### src/rtl/iopmp_pkg.sv
// Shared IOPMP types: entry address modes, permission bits and sequential checker FSM states.
package iopmp_pkg;

  typedef enum logic [1:0] {
    OFF   = 2'd0,
    TOR   = 2'd1,
    NA4   = 2'd2,
    NAPOT = 2'd3
  } iopmp_addr_mode_t;

  typedef struct packed {
    logic w;
    logic r;
  } iopmp_perm_t;

  typedef enum logic [1:0] {
    IDLE,
    WALK,
    RESP
  } iopmp_chk_state_e;

endpackage

### src/rtl/pmp_entry.sv
// Combinational address matcher for a single IOPMP entry (OFF/TOR/NA4/NAPOT).
module pmp_entry
  import iopmp_pkg::*;
#(
  parameter int unsigned PLEN    = 56,
  parameter int unsigned PMP_LEN = 54
) (
  input  logic [PLEN-1:0]    addr_i,
  input  logic [PMP_LEN-1:0] conf_addr_i,
  input  logic [PMP_LEN-1:0] conf_addr_prev_i,
  input  iopmp_addr_mode_t   mode_i,
  output logic               match_o
);

  logic [PMP_LEN-1:0] napot_mask;

  always_comb begin
    // Trailing ones plus the first zero above them select the NAPOT region size.
    napot_mask = conf_addr_i ^ (conf_addr_i + 1'b1);
    match_o    = 1'b0;
    unique case (mode_i)
      OFF:   match_o = 1'b0;
      TOR:   match_o = (addr_i >= {conf_addr_prev_i, 2'b00}) && (addr_i < {conf_addr_i, 2'b00});
      NA4:   match_o = (addr_i[PLEN-1:2] == conf_addr_i);
      NAPOT: match_o = ((addr_i[PLEN-1:2] ^ conf_addr_i) & ~napot_mask) == '0;
      default: match_o = 1'b0;
    endcase
  end

endmodule

### config.mk
export PLATFORM = sky130hd
export DESIGN_NAME = pmp_entry
export DESIGN_NICKNAME = d
export VERILOG_FILES = /design/src/rtl/iopmp_pkg.sv /design/src/rtl/pmp_entry.sv
export SDC_FILE = /design/constraint.sdc
export NUM_CORES = 1
export LEC_CHECK = 0
export CAP_MARGIN = 25
export CORE_MARGIN = 5
export CORE_UTILIZATION = 44
export DETAILED_ROUTE_END_ITERATION = 12
export GPL_TIMING_DRIVEN = 1
export PLACE_DENSITY = 0.84
export SLEW_MARGIN = 25
export SYNTH_ARGS = -nofsm -noshare
export SYNTH_HDL_FRONTEND = slang
export SYNTH_SLANG_ARGS = --single-unit
### constraint.sdc
create_clock -name vclk -period 4.47
set_input_delay 0.894 -clock vclk [all_inputs]
set_output_delay 0.894 -clock vclk [all_outputs]
set_load 0.05 [all_outputs]
---- Word-level counts from Yosys, hierarchy flattened ----
Index checks and enable logic that the tools add are counted.
word-level totals
  output and inout bits ................... 1
  word-level logic and storage cells ...... 15
  register bits ........................... 0
  input port bits ......................... 166
operators by class
  reduce and logical (&&, ||, !) cells .... 3
  add/sub/neg operators ................... 1
  bitwise gates (word level) .............. 4
  $lt $le $gt $ge ......................... 2
  equality and inequality tests ........... 4
  multiplexer cells ....................... 1
operators with widths
  kind                                                             count
  54-bit bitwise XOR                                               2
  56-bit greater-or-equal comparator                               1
  56-bit < comparator                                              1
  54-bit by 1-bit adder with 54-bit output, second input constant  1
  54-bit bitwise AND                                               1
  54-bit == test                                                   1
  54-bit logical NOT                                               1
  54-bit inverter                                                  1
  2-bit == test, second input constant                             2
  1-bit one-hot mux with 4 select lines                            1
  2-bit by 1-bit == test with 1-bit output, second input constant  1
  2-bit logical NOT                                                1
  1-bit logical AND                                                1

---- Longest topological paths before layout ----
  depth in word-level cells ............... 6
  gate-level depth with buffers ........... 10
  depth with buffers taken out ............ 10

---- Worst setup path after synthesis ----
OpenSTA, ideal clock, no wires.
  path type ............................... input to output
  start ................................... input conf_addr_i[0]
  end ..................................... output match_o
  cell stages on the path ................. 9
  setup slack ............................. 451 ps
  arrival time ............................ 3,125 ps
  data required time ...................... 3,576 ps
  path buffers ............................ 0
  cell sequence ........................... ha_1 nand2_1 nor4_1 a41oi_1 or3_1 or4_1 nor4_1 nand4_1 nand3_1
on the way
  word-level cells in the longest chain between the ends .. 6
  elaborated cells between the ends (all ways) .. 10
RTL lines
  element                                    RTL line         source
  from (decl)                                pmp_entry.sv:9   input logic [PMP_LEN-1:0] conf_addr_i,
  54-bit by 1-bit adder with 54-bit output   pmp_entry.sv:19  napot_mask = conf_addr_i ^ (conf_addr_i + 1'b1);
  54-bit bitwise XOR                         pmp_entry.sv:19
  54-bit inverter                            pmp_entry.sv:25  NAPOT: match_o = ((addr_i[PLEN-1:2] ^ conf_addr_i) & ~napot_mask) == '0;
  54-bit bitwise AND                         pmp_entry.sv:25
  54-bit logical NOT                         pmp_entry.sv:25
  1-bit one-hot mux with 4 select lines (*)  pmp_entry.sv:21  unique case (mode_i)
  to (decl)                                  pmp_entry.sv:12  output logic match_o
Every way passes the cells marked *; elsewhere a longest branch is shown, timed or not.

---- Worst setup path after layout ----
  start ................................... input conf_addr_prev_i[1]
  end ..................................... output match_o
on the way
  word-level cells in the longest chain between the ends .. 3
RTL lines
  element                                RTL line         source
  from (decl)                            pmp_entry.sv:10  input logic [PMP_LEN-1:0] conf_addr_prev_i,
  56-bit greater-or-equal comparator     pmp_entry.sv:23  TOR: match_o = (addr_i >= {conf_addr_prev_i, 2'b00}) && (addr_i < {conf_addr_i, 2'b00});
  1-bit logical AND                      pmp_entry.sv:23
  1-bit one-hot mux with 4 select lines  pmp_entry.sv:21
Every way passes these cells.

==> summary.md <==
| Metric | Value |
|---|---|
| Worst slew margin | `64.0%` |
| Fillers | `roughly 630` |
| Synth top area share | `38.5%` |
| Hold path cells | `8` |
| Sequential-to-total area share from yosys stat | `0%` |
| Fin nets | `1002` |
| # Post-CTS Setup Buffers | `0` |
| Total power | `0.515 mW` |
| Area contributors post-synth | `ha_1 (38%), inv_1 (12%), a21oi_1 (6.9%)` |
| CP endpoint kind | `output port` |
| Status | `completed` |
| Vias in the first global route | `around 4800` |
| Final wirelength | `13.8 mm` |
| FF+latch area | `0 µm²` |
| Clkbuf count | `0` |
| Routed wire per std cell | `16.7 µm` |
| First-pass GRT wire length | `about 22 mm` |
| Placer congestion estimate | `0.963` |
| Worst EP arrival | `3490 ps` |
| Vias per cell | `5.73` |
| Layout cells sized above 1 | `between 10% and 20%` |
| Internal Power | `0.281 mW` |
| Hold slack | `2750 ps` |
| Chip height | `99.8 µm` |
| Sequential power share | `0%` |
| Drt first pass iters | `4` |
| Tcrit/Tclk final | `approximately 98%` |
| Final hold vios | `0` |
| Crit path buf inv count | `3` |
| Total grt overflow | `0` |
| Clock Power Share | `0%` |
| Die X | `99.8 µm` |
| Hold EP | `match_o` |
| Cell variety after synth | `50` |
| Area leader, netlist | `ha_1` |
| Worst path required time | `3580 ps` |
| Final min period | `between 4000 and 5000 ps` |
| Syn-to-layout area delta | `64.9%` |
| Worst-Margin Slew | `~530 ps` |
| Port bufs | `167` |
| Diode count | `0` |
| Syn Nets | `791` |
| Total of max-cap violations | `0` |
| Hold_sp | `conf_addr_i[7]` |
| Max Fclk | `between 200 and 250 MHz` |
| Slowest Stage Delay on Critical Path | `470 ps` |
| Mapped Area | `3540 µm²` |
| DP HPWL | `12.3 mm` |
| Yosys warning count | `0` |
| Logic pwr share | `100.0%` |
| Final core utilization | `75.3%` |
| Post-CTS Hold Buffers | `0` |
| Stages on worst setup path | `12` |
| CP max FO | `2` |
| Die area | `9950 µm²` |
| Worst vdd ir | `0.0547 mV` |
| Post-route ant nets | `0` |
| Sw power | `0.234 mW` |
| Crit-path cells | `clkdlybuf4s50_1, inv_1, ha_1, nor2b_1, a311o_1, a21oi_1, o21ai_0, a21oi_2, nor4b_1, o21ai_1, nand3_2, buf_12` |
| Hold WC Path Type | `in -> out` |
| Startpoint Class | `primary input` |
| Top cells by count, synth | `inv_1 (115), ha_1 (109), a21oi_1 (49)` |
| Crit Path Class | `in -> out` |
| Cell row count | `32` |
| Fin. max-slew vios | `0` |
| Critical path's top delay family | `compound AO/OA/AOI/OAI gates` |
| Initial antenna violation count | `0` |
| Core area | `7770 µm²` |
| Total Routing Usage GR | `26.3%` |
| DR iter-0 viols | `261` |
| I/O pin count | `167` |
| Via count | `around 4700` |
| Cells after Synth | `516` |
| Slowest cell on the critical path | `o21ai_0` |
| Switch share | `45.5%` |
| Largest net degree at the start of global routing | `10` |
| Avg Synthesized Cell Area | `about 6.9 µm²` |
| Initial core utilization | `approximately 46%` |
| Top-count cell post-synth | `inv_1` |
| # DRC | `0` |
| Pwr dens | `88.1 nW/µm²` |
| Final Setup Violations | `0` |
| FF+latch count | `0` |
| Leak Pwr | `a little under 3 nW` |
[layer usage]
| layer | up-vias | routed length [µm] | track usage (%) |
|---|---|---|---|
| met1 | 2173 | 5810 | 32.6 |
| met5 | - | 0 | 0 |
| met2 | 192 | 6710 | 48.1 |
| met3 | 32 | 912 | 2.45 |
| met4 | 0 | 397 | 6.62 |
| li1 | 2341 | - | - |
[cell type report]
class	count	area [µm²]	share of cell area (%)
timing repair buffer	211	2030	34.8
multi-input combinational	399	3250	55.7
tap	102	128	2.18
inverter	115	432	7.38
[worst max path at each step]
stage	start	end	slack [ps]
finish	conf_addr_prev_i[1]	match_o	80
global route	conf_addr_i[47]	match_o	-40
CTS	conf_addr_i[23]	match_o	10
detailed placement	conf_addr_i[1]	match_o	-170
global placement	conf_addr_i[0]	match_o	-160
floorplan	conf_addr_i[0]	match_o	450
[tightest hold or removal path, delay by kind of cell]
kind	cells	cell delay, ps
and+or+nand+nor	4	410
AOI/OAI and AO/OA	2	200
buffers and inverters	2	340
[cell usage in the layout (no fill, tap or decap), types with 6 or more instances in the layout]
cell and instances:
clkdlybuf4s50_1 156, inv_1 112, ha_1 104, a21oi_1 48, buf_4 44, nand2_1 32
nand4_1 23, nor2_1 20, nand3_1 18, o21ai_0 16, nor3_1 15, a21o_1 12
a31oi_1 11, dlymetal6s2s_1 9, nor4_1 8, a41oi_1 6, and4_1 6
[kinds of logic (layout without fill, tap and decap cells)]
logic type / after synthesis / count (layout) / synth area share (%)
buffers and inverters: 117 / 326 / 12.4
AO/OA/AOI/OAI: 135 / 135 / 24.6
XOR/XNOR: 1 / 1 / 0.247
adder cells (fa/ha/maj): 109 / 109 / 38.5
AND/OR/NAND/NOR: 154 / 154 / 24.3
[power by group through the flow]
stage | sequential (mW) | combinational [mW] | clock (mW)
floorplan | 0 | 0.226 | 0
CTS | 0 | 0.498 | 0
global route | 0 | 0.568 | 0
detailed placement | 0 | 0.493 | 0
global placement | 0 | 0.478 | 0
finish | 0 | 0.515 | 0
[repair_timing]
action	CTS	global route
resized for setup	8	30
pin swaps	4	10
cloned	0	0
setup endpoints to repair	1	1
[stage by stage]
step / cells / setup TNS, ps / cell area (µm²) / setup slack [ps]
2_1_floorplan: 516 / 0 / 3540 / 451
3_3_place_gp: 827 / -155 / 5680 / -155
3_5_place_dp: 827 / -171 / 5680 / -171
4_1_cts: 827 / 0 / 5710 / 12.0
5_1_grt: 827 / -35.5 / 5850 / -35.5
6_report: 827 / 0 / 5850 / 83.3
Note: power is estimated with default switching activity, not from simulation.
